**src/rtl/enemy_pkg.sv**
```systemverilog
// Shared definitions for the enemy subsystem: colour codes, screen geometry,
// sprite defaults and the plotter pass states.
package enemy_pkg;

    localparam logic [2:0] COLOUR_BLACK = 3'b000;
    localparam logic [2:0] COLOUR_WHITE = 3'b111;

    localparam int SCREEN_W = 160;
    localparam int SCREEN_H = 120;

    localparam int SPR_W_DEFAULT    = 4;
    localparam int SPR_H_DEFAULT    = 4;
    localparam int N_PLANES_DEFAULT = 10;

    typedef enum logic [1:0] {
        S_IDLE,
        S_LOAD,
        S_PLOT,
        S_DONE
    } plotState_t;

    // Bounds test on 9-bit sums so a sprite hanging off the right/bottom edge
    // is clipped instead of wrapping around to the other side.
    function automatic logic onScreen(input logic [8:0] px, input logic [8:0] py,
                                      input int xMax, input int yMax);
        return (int'(px) < xMax) && (int'(py) < yMax);
    endfunction

endpackage

```
**src/rtl/sprite_pixel_counter.sv**
```systemverilog
// Walks a SPR_W x SPR_H sprite in row-major order (dx fastest) and flags the
// final pixel so the plotter knows when a plane is finished.
module sprite_pixel_counter #(
    parameter int SPR_W = 4,
    parameter int SPR_H = 4,
    localparam int DXW = (SPR_W > 1) ? $clog2(SPR_W) : 1,
    localparam int DYW = (SPR_H > 1) ? $clog2(SPR_H) : 1
) (
    input  logic           clk,
    input  logic           reset_n,
    input  logic           clear_i,
    input  logic           enable_i,
    output logic [DXW-1:0] dx_o,
    output logic [DYW-1:0] dy_o,
    output logic           last_o
);

    localparam logic [DXW-1:0] DX_LAST = DXW'(SPR_W - 1);
    localparam logic [DYW-1:0] DY_LAST = DYW'(SPR_H - 1);

    logic [DXW-1:0] dx_q, dx_d;
    logic [DYW-1:0] dy_q, dy_d;

    always_comb begin
        dx_d = dx_q;
        dy_d = dy_q;
        if (clear_i) begin
            dx_d = '0;
            dy_d = '0;
        end else if (enable_i) begin
            if (dx_q == DX_LAST) begin
                dx_d = '0;
                dy_d = (dy_q == DY_LAST) ? '0 : dy_q + 1'b1;
            end else begin
                dx_d = dx_q + 1'b1;
            end
        end
    end

    always_ff @(posedge clk) begin
        if (!reset_n) begin
            dx_q <= '0;
            dy_q <= '0;
        end else begin
            dx_q <= dx_d;
            dy_q <= dy_d;
        end
    end

    assign dx_o   = dx_q;
    assign dy_o   = dy_q;
    assign last_o = (dx_q == DX_LAST) && (dy_q == DY_LAST);

endmodule

```
**src/rtl/enemy_plotter.sv**
```systemverilog
// Rasterises every present enemy plane as a sprite block into the VGA write
// port, one draw or erase pass per start pulse, finishing with a done pulse.
module enemy_plotter
    import enemy_pkg::*;
#(
    parameter int N_PLANES = N_PLANES_DEFAULT,
    parameter int SPR_W    = SPR_W_DEFAULT,
    parameter int SPR_H    = SPR_H_DEFAULT,
    parameter int X_MAX    = SCREEN_W,
    parameter int Y_MAX    = SCREEN_H
) (
    input  logic                  clk,
    input  logic                  reset_n,
    input  logic                  start,
    input  logic                  erase,
    input  logic [8*N_PLANES-1:0] x_flat,
    input  logic [8*N_PLANES-1:0] y_flat,
    input  logic [3*N_PLANES-1:0] vis_flat,
    output logic                  busy,
    output logic                  done,
    output logic [7:0]            vga_x,
    output logic [6:0]            vga_y,
    output logic [2:0]            vga_colour,
    output logic                  plot
);

    localparam int IW  = (N_PLANES > 1) ? $clog2(N_PLANES) : 1;
    localparam int DXW = (SPR_W > 1) ? $clog2(SPR_W) : 1;
    localparam int DYW = (SPR_H > 1) ? $clog2(SPR_H) : 1;
    localparam logic [IW-1:0] LAST_PLANE = IW'(N_PLANES - 1);

    // Snapshot taken on draw; erase replays it so y may move between passes.
    logic [7:0] xSnap_q   [N_PLANES];
    logic [7:0] ySnap_q   [N_PLANES];
    logic [2:0] visSnap_q [N_PLANES];

    plotState_t    state_q;
    logic [IW-1:0] plane_q;
    logic          eraseMode_q;
    logic          busy_q;
    logic          done_q;

    logic           cntClear;
    logic           cntEnable;
    logic [DXW-1:0] dx;
    logic [DYW-1:0] dy;
    logic           cntLast;

    logic [7:0] curX;
    logic [7:0] curY;
    logic [2:0] curVis;
    logic [8:0] sumX;
    logic [8:0] sumY;
    logic       inPlot;

    assign cntClear  = (state_q == S_LOAD);
    assign cntEnable = (state_q == S_PLOT);

    sprite_pixel_counter #(
        .SPR_W (SPR_W),
        .SPR_H (SPR_H)
    ) u_counter (
        .clk      (clk),
        .reset_n  (reset_n),
        .clear_i  (cntClear),
        .enable_i (cntEnable),
        .dx_o     (dx),
        .dy_o     (dy),
        .last_o   (cntLast)
    );

    always_ff @(posedge clk) begin
        if (!reset_n) begin
            state_q     <= S_IDLE;
            plane_q     <= '0;
            eraseMode_q <= 1'b0;
            busy_q      <= 1'b0;
            done_q      <= 1'b0;
            for (int i = 0; i < N_PLANES; i++) begin
                xSnap_q[i]   <= '0;
                ySnap_q[i]   <= '0;
                visSnap_q[i] <= COLOUR_BLACK;
            end
        end else begin
            done_q <= 1'b0;
            case (state_q)
                S_IDLE: begin
                    if (start) begin
                        state_q     <= S_LOAD;
                        plane_q     <= '0;
                        eraseMode_q <= erase;
                        busy_q      <= 1'b1;
                        if (!erase) begin
                            for (int i = 0; i < N_PLANES; i++) begin
                                xSnap_q[i]   <= x_flat[8*i +: 8];
                                ySnap_q[i]   <= y_flat[8*i +: 8];
                                visSnap_q[i] <= vis_flat[3*i +: 3];
                            end
                        end
                    end
                end
                S_LOAD: begin
                    if (visSnap_q[plane_q] == COLOUR_BLACK) begin
                        if (plane_q == LAST_PLANE) begin
                            state_q <= S_DONE;
                            done_q  <= 1'b1;
                        end else begin
                            plane_q <= plane_q + 1'b1;
                        end
                    end else begin
                        state_q <= S_PLOT;
                    end
                end
                S_PLOT: begin
                    if (cntLast) begin
                        if (plane_q == LAST_PLANE) begin
                            state_q <= S_DONE;
                            done_q  <= 1'b1;
                        end else begin
                            state_q <= S_LOAD;
                            plane_q <= plane_q + 1'b1;
                        end
                    end
                end
                S_DONE: begin
                    state_q <= S_IDLE;
                    busy_q  <= 1'b0;
                end
                default: begin
                    state_q <= S_IDLE;
                    busy_q  <= 1'b0;
                end
            endcase
        end
    end

    assign curX   = xSnap_q[plane_q];
    assign curY   = ySnap_q[plane_q];
    assign curVis = visSnap_q[plane_q];
    assign sumX   = {1'b0, curX} + 9'(dx);
    assign sumY   = {1'b0, curY} + 9'(dy);
    assign inPlot = (state_q == S_PLOT);

    // Clipped pixels still take their cycle; only the write strobe is gated.
    assign vga_x      = inPlot ? sumX[7:0] : 8'd0;
    assign vga_y      = inPlot ? sumY[6:0] : 7'd0;
    assign vga_colour = !inPlot ? COLOUR_BLACK : (eraseMode_q ? COLOUR_BLACK : curVis);
    assign plot       = inPlot && onScreen(sumX, sumY, X_MAX, Y_MAX);

    assign busy = busy_q;
    assign done = done_q;

endmodule

```
**config.mk**
```make
export PLATFORM = sky130hd
export DESIGN_NAME = enemy_plotter
export DESIGN_NICKNAME = d
export VERILOG_FILES = /design/src/rtl/enemy_pkg.sv /design/src/rtl/sprite_pixel_counter.sv /design/src/rtl/enemy_plotter.sv
export SDC_FILE = /design/constraint.sdc
export NUM_CORES = 1
export LEC_CHECK = 0
export BUFFER_PORTS_ARGS = -buffer_cell sky130_fd_sc_hd__buf_2
export CAP_MARGIN = 25
export CORE_ASPECT_RATIO = 0.8
export CORE_UTILIZATION = 53
export DETAILED_ROUTE_END_ITERATION = 10
export MAX_ROUTING_LAYER = met4
export PLACE_DENSITY_LB_ADDON = 0.3
export SLEW_MARGIN = 15
export SYNTH_ARGS = -nofsm -noshare
export SYNTH_HDL_FRONTEND = slang
export SYNTH_SLANG_ARGS = --single-unit
export TNS_END_PERCENT = 5
```
**constraint.sdc**
```tcl
create_clock -name clk -period 21.9 [get_ports clk]
set_clock_uncertainty 0.1 [all_clocks]
set_input_delay 0 -clock clk [delete_from_list [all_inputs] [get_ports clk]]
set_output_delay 0 -clock clk [all_outputs]
set_load 0.01 [all_outputs]
```
Yosys cells after proc, flatten, opt, wreduce, memory -nomap -nowiden
Memories as Yosys holds them, arrays and structs flattened. A register that Yosys moved wholly into a read port is not among the register bits. Index checks and enable logic that the tools add are counted.

Flip-flop bits (word level): 13. Bits in latches: 0. Bits in writable memories: 190. ROM bits: 0. Input port bits: 194. Output and inout bits: 21. Logic and storage cells: 136. Memories: 3.

Add/sub/neg operators: 5. Multipliers: 0. Divide/modulo/power cells: 0. $lt $le $gt $ge: 2. Eq/ne operators: 10. Shift-type cells: 0. Multiplexer cells: 65. Bitwise operators: 31. Reduce and logical (&&, ||, !) cells: 13.

Memory list: xSnap_q (words 10, width 8, rd ports 1, clocked after Yosys merged registers in 1, write ports 10, line enemy_plotter.sv:33) `logic [7:0] xSnap_q [N_PLANES];`; ySnap_q (words 10, width 8, rd ports 1, clocked after Yosys merged registers in 1, write ports 10, line enemy_plotter.sv:34) `logic [7:0] ySnap_q [N_PLANES];`; visSnap_q (words 10, width 3, rd ports 1, clocked after Yosys merged registers in 1, write ports 10, line enemy_plotter.sv:35) `logic [2:0] visSnap_q [N_PLANES];`.

Operator list (number): $mux 8 (21); $mux 4 (10); $mux 3 (12); $or 1x1->1 (30); $add 8x2->9 (2); $mux 2 (7); $pmux 4 s3 (1); $mux 1 (10); $lt 9x7->1 const B (1); $lt 9x8->1 const B (1); $eq 2x2->1 const B (4); $pmux 2 s4 (1); $mux 7 (1); $reduce_and 2->1 (3); $add 2x1->2 const B (2); $add 4x1->4 const B (1); $eq 4x4->1 const B (1); $ne 2x2->1 const B (2); $pmux 1 s2 (2); $reduce_and 4->1 (1); $logic_and 1x1->1 (3); $logic_not 3->1 (1); $ne 3x2->1 const B (1); $reduce_and 3->1 (1); other kinds (7) (7).

Logic depth before layout (Yosys ltp)
Gate-level depths: netlist of run 1.

Depth in word-level cells: 6. Depth in mapped cells: 16. Mapped depth without buffers: 11.

Hierarchy
Synthesis of run 1 repeated with hierarchy kept, for this count alone.

Cell total of the unflattened synthesis: 695. Area total of the unflattened synthesis: 9841.9 µm².

Modules (own cells, without submodules): enemy_plotter (times used 1, cells each 676, area each 9640.5 µm², sequential area each 5965.7 µm²); sprite_pixel_counter (times used 1, cells each 19, area each 201.4 µm², sequential area each 80.1 µm²).

Worst setup path after synthesis of run 1
OpenSTA, ideal clock, no wires.

Path kind: reg-to-reg. Start point: register state_q[0]. End point: memory visSnap_q[0][0], enable pin. Library setup time: 1005 ps. Data arrival time: 14050 ps. Data required time: 20795 ps. Path slack: 6745 ps. Cell stages (with the launch flop): 5. Buffers on the path: 0. Clock period less this slack: 15155 ps. Cells stage by stage: dfxtp_1 inv_1 ha_1 nand2_1 o21ai_0.

RTL lines: from (decl) (line enemy_plotter.sv:37) `plotState_t state_q;`; from (signal assigned) (line enemy_plotter.sv:74) `state_q <= S_IDLE;`; from (signal assigned) (line enemy_plotter.sv:89) `state_q <= S_LOAD;`; from (signal assigned) (line enemy_plotter.sv:105) `state_q <= S_DONE;`; to (decl) (line enemy_plotter.sv:35).

==> run metrics, run 1 <==
outcome finished, final reports clean; Core Area 18110 um^2; Final Max Slew Viols 0; Reg area between 6000 and 7000 um^2; Hold Path Stages 4; Yosys warning count 0; fillers ~1100; hold_sp erase; share of cells above drive strength 1 0.2789; area of the multi-input gates around 3500 um^2; Root Driver clkbuf_16; Max Freq 0.2236 GHz; Starting Density 0.5406; most frequent cells in the layout buf_2 (214), and2_1 (198), dlygate4sd3_1 (192); CTS buffer count 21; # IOs ~220; Async SR Flop Fraction 0; Worst slew margin 0.2430; Die X between 150 and 200 um; Top FF cell, synth edfxtp_1; synthesized area per cell 14.21 um^2; residual DRC count 0; WL/cell 19.00 um; WL final approximately 25 mm; Hold Vio Cnt, Final 0; Routed Antenna Nets 0; WP buf/inv 3; worst slew pin tran 1135 ps; Yosys cell types 52; power per cell area ~85 nW/um^2; Setup TNS 0 ps; DR iter-0 viols roughly 480; Worst setup SP type flop; drt first pass iters 5; family with the most delay on the worst path buffers and inverters; Mapped Nets around 900; port buffer count 214; Hold Buf Count CTS 192; required time worst endpoint between 20000 and 25000 ps; Peak VDD IR just over 0.00005 V; commonest non-fill, non-tap cell in the layout buf_2; CTS H-tree depth 1; CTS tree yes; post-layout util 0.7519; Post-synth EDFFs 190; Max-cap violations 0; Bufs on Longest Clock Path 3; RD Place Congestion approximately 0.85; Area growth syn-to-layout 39.09%; post-route cell area around 14000 um^2; post-synth top area cell edfxtp_1; GRT overflow 0; post-route clock period utilization 0.2042; Pleak about 0.0055 uW; Setup crit end kind output pin; nets@finish 1292; Setup Fix Bufs, Post-CTS 0; post-cts sizing count 0; Worst-Skew Late Latency ~500 ps; CP Class reg2out; area after detailed placement between 10000 and 15000 um^2; Detailed Place HPWL 13.26 mm; hold path endpoint eraseMode_q; crit-path max cell delay approximately 700 ps; first-pass GRT wire length between 30 and 40 mm; Seq/Total Area, Yosys 0.6174; Vias/cell roughly 5.3; Post-Synthesis Cells ~690; routed vias approximately 7100; vias in the first global route about 7200; Sink Count roughly 210; slowest CP cell buf_4; Critical Path Fanout Max 44; antenna violations before repair 2; CP arrival around 4400 ps; Site Rows 44; # setup viols final 0; Synth Register Bits 207; Reg2Reg Depth 8; GRT Util Overall 0.2730; Synth top area share 0.5827; HP Class in2reg; largest cells by area after synthesis edfxtp_1 (58%), and2_1 (13%), mux4_2 (9.0%), dfxtp_1 (3.5%), mux2i_1 (2.4%); Die H 123.6 um; CP Cell Sequence buf_4 > mux4_2 > nor2b_1 > a211oi_1 > a21oi_1 > ha_1 > inv_1 > fa_1 > nor2_1 > o41ai_1 > nand4_1 > nor3_1 > buf_2; Worst-path clk slew ~60 ps; R2R setup slack roughly 18000 ps; Tmin final between 4000 and 5000 ps; full die area approximately 19000 um^2; unrepaired setup endpoints after global routing no; largest net degree at the start of global routing approximately 190; Post-Synthesis Cell Area approximately 9800 um^2
layout make-up:
cell class                      count  area share
Clock inverter                      9    0.005328
Tap cell                          230     0.02113
Multi-Input combinational cell    427      0.2578
Inverter                           14    0.003859
Sequential cell                   207      0.4444
Antenna cell                        3   0.0005512
Timing Repair Buffer              413      0.2245
Clock buffer                       27     0.04244
synthesized netlist by cell type (4+ instances only):
cell type	count
and2_1	198
edfxtp_1	190
mux4_2	39
clkbuf_1	30
mux2i_1	23
nand2_1	19
a21oi_1	18
dfxtp_1	17
inv_1	14
ha_1	12
nor2_1	12
o21ai_0	10
nand3_1	9
nor2b_1	9
a211oi_1	8
nand2b_1	8
mux2_2	7
nand4_1	6
xnor2_1	5
and3b_1	4
buf_6	4
nor3_1	4
o211ai_1	4
per-layer routing:
metal	vias up	GRT usage	wire length (um)
met2	313	0.4528	12300
met3	72	0.03897	1475
li1	3306	-	-
met4	0	0.09813	855
met1	3366	0.3492	10640
met5	-	-	0
worst max-delay path by stage:
stage | slack, ps | cells past startpoint | from | to
2_1_floorplan | 6740 | 4 | state_q[0] | visSnap_q[0][0]
3_3_place_gp | 18090 | 13 | flop | plot
3_5_place_dp | 17950 | 13 | flop | plot
4_1_cts | 17420 | 13 | flop | plot
5_1_grt | 17140 | 13 | flop | plot
6_report | 17430 | 13 | flop | plot
cells by family after synthesis:
group           share of synthesized area
compound gates                    0.04102
xor+xnor                         0.004472
fa+ha+maj                         0.01942
buf+inv                           0.02568
flops                              0.6174
mux                                0.1213
simple gates                       0.1707
through the flow:
stage               hold WS [ps]  instances  setup slack [ps]  power, uW
finish                     63.29       1330             17430       1154
global route               189.3       1329             17140       1205
CTS                        190.9       1327             17420       1154
detailed placement         178.1       1099             17950      786.3
global placement           179.0       1099             18090      781.2
floorplan                  16.09        689              6745      735.8
registers in the layout, indices dropped and copies added (netlist names), named ones only:
register,count
done,1
xSnap_q,80
visSnap_q,30
busy,1
eraseMode_q,1
u_counter.dy_o,2
state_q,2
ySnap_q,80
u_counter.dx_o,2
plane_q,4
worst register-to-register path: cells and delay by family (launching register included):
family          cells  cell delay, ps
mux                 3             980
simple gates        2             860
flops               1             480
buf+inv             1             710
compound gates      2             260
report_power, final:
part           total (uW)  internal, uW  switching [uW]
sequential            523           498            24.6
combinational         286           140             146
clock                 346           198             148
Power figures use the tool's default switching activity.
==> run 2: changes to the inputs <==
==> constraint.sdc (replaced) <==
create_clock -name clk -period 4.3 [get_ports clk]
set_clock_uncertainty 0.1 [all_clocks]
set_input_delay 0 -clock clk [delete_from_list [all_inputs] [get_ports clk]]
set_output_delay 0 -clock clk [all_outputs]
set_load 0.01 [all_outputs]
==> run 2 against run 1 <==
  * Via count about the same
  * Critical path depth decreased by 2
  * Sequential power increased to 5.1 times the previous value
  * Combinational power increased to 5.2 times the previous value
  * Register-to-register slack got worse by 17000 ps
  * Clock power increased to 4.8 times the previous value
  * Wire length decreased by 0.64%
  * First-iteration DRC count decreased by 9.4%
  * Utilization increased by 0.10 points
  * Critical endpoint unchanged
  * Highest routed layer unchanged
==> run metrics, run 2 (same netlist as run 1, synthesis figures left out) <==
Vias/cell 5.287 (-0.36%); Bufs on Longest Clock Path 3 (unchanged); first-pass GRT wire length 37.34 mm (-1.5%); drt first pass iters 4 (-1); slowest CP cell dfxtp_2; commonest non-fill, non-tap cell in the layout buf_2; CTS H-tree depth 1 (unchanged); Peak VDD IR 0.0003127 V (+510%); WL final 25.10 mm (-0.64%); CTS buffer count 21 (unchanged); antenna violations before repair 1 (-1); share of cells above drive strength 1 0.2788 (about the same); nets@finish 1294 (+0.15%); required time worst endpoint 4200 ps (-17600 ps); Max-cap violations 0 (unchanged); port buffer count 214 (unchanged); # setup viols final 0 (unchanged); CTS tree yes; routed vias 7053 (-0.057%); GRT overflow 0 (unchanged); unrepaired setup endpoints after global routing no; outcome finished, final reports clean; vias in the first global route 7201 (+0.056%); worst slew pin tran 1289 ps (+153.8 ps); most frequent cells in the layout buf_2 (214), and2_1 (198), dlygate4sd3_1 (193); Hold Vio Cnt, Final 0 (unchanged); Final Max Slew Viols 0 (unchanged); Starting Density 0.5406 (unchanged); Reg area 6052 um^2 (unchanged); Max Freq 0.2599 GHz; Root Driver clkbuf_16; Detailed Place HPWL 13.82 mm (+4.2%); Worst-path clk slew 60 ps (about the same); Site Rows 44 (unchanged); largest registers xSnap_q x80, ySnap_q x80, visSnap_q x30; CP Class reg2out; Sink Count 207 (unchanged); RD Place Congestion 0.8496 (+0.50%); Tmin final a little under 4000 ps; Worst Setup Slack, final 452.6 ps (-16980 ps); largest net degree at the start of global routing 192 (unchanged); GRT Util Overall 0.2698 (-0.003242); Core Area 18110 um^2 (unchanged); Setup crit end kind output pin; hold_sp erase; power per cell area 426.7 nW/um^2 (+400%); crit-path max cell delay 560 ps (-140 ps); CP arrival 3750 ps (-620 ps); HP Class in2reg; area of the multi-input gates 3526 um^2 (+0.43%); Setup TNS 0 ps (unchanged); family with the most delay on the worst path compound AO/OA/AOI/OAI gates; Worst-Skew Late Latency 490 ps (about the same); post-route clock period utilization 0.8947; Worst setup SP type flop; Area growth syn-to-layout 39.28%; post-cts sizing count 0 (unchanged); Routed Antenna Nets 0 (unchanged); WL/cell 18.82 um (-0.94%); Critical Path Fanout Max 14 (-68%); Die X 154.0 um (unchanged); # IOs 215 (unchanged); Pleak 0.005502 uW (about the same); Worst slew margin 0.1405 (-0.1025); fillers 1088 (+0.55%); CP Cell Sequence mux4_2 > mux2_2 > o21ai_0 > inv_1 > ha_1 > a21oi_1 > or2_2 > o41ai_1 > nand4_1 > nor3_1 > buf_2; DR iter-0 viols 433 (-9.4%); post-layout util 0.7530 (+0.001036); WP buf/inv 2 (-1); full die area 19030 um^2 (unchanged); Die H 123.6 um (unchanged); DP Worst Slack 763.5 ps (-17190 ps); residual DRC count 0 (unchanged)
## run 2: repair_timing
action	4_1_cts	5_1_grt
hold buffers	193	0
endpoints found under the hold margin	207	0
buffers inserted	0	1
endpoints found under the setup margin	0	1
## run 2: layout make-up
class	instances	area share
Antenna cell	3	0.0005505
Clock buffer	29	0.04147
Clock inverter	9	0.003394
Inverter	14	0.003853
Multi-Input combinational cell	427	0.2585
Sequential cell	207	0.4438
Tap cell	230	0.02110
Timing Repair Buffer	415	0.2273
## run 2: worst reg2reg max path, cell delays in order (launching register included)
cell      delay (ps)
dfxtp_2          710
mux4_2           600
mux4_2           530
nor3_2           300
o21ai_1          180
or4_1            550
o221ai_1         110
## run 2: where the power goes
| group | leakage, uW | internal, uW | switching (uW) | total (uW) |
|---|---|---|---|---|
| clock network | 0.000299 | 923 | 733 | 1660 |
| logic | 0.00306 | 743 | 755 | 1500 |
| registers | 0.00214 | 2540 | 126 | 2670 |
## run 2: worst paths after layout
check	cells after the start	end	slack, ps
max reg2reg	6	flop	1140
min reg2reg	2	busy	410
min	4	eraseMode_q	30
max	11	plot	450
## run 2: layer usage
layer  global-route usage  routed length [um]  vias up
met1               0.3367               10350     3353
li1                     -                   -     3321
met2               0.4409               12270      312
met3              0.05115                1610       67
met5                    -                   0        -
met4               0.1113                 873        0
## run 2: stage by stage
step | power, uW | cells | hold slack, ps | area [um^2]
global route | 6075 | 1332 | 115.5 | 13630
global placement | 4007 | 1099 | 178.5 | 11080
floorplan | 3666 | 689 | 16.09 | 9818
detailed placement | 4042 | 1099 | 180.0 | 11080
CTS | 5816 | 1330 | 186.3 | 13620
finish | 5820 | 1334 | 34.01 | 13640
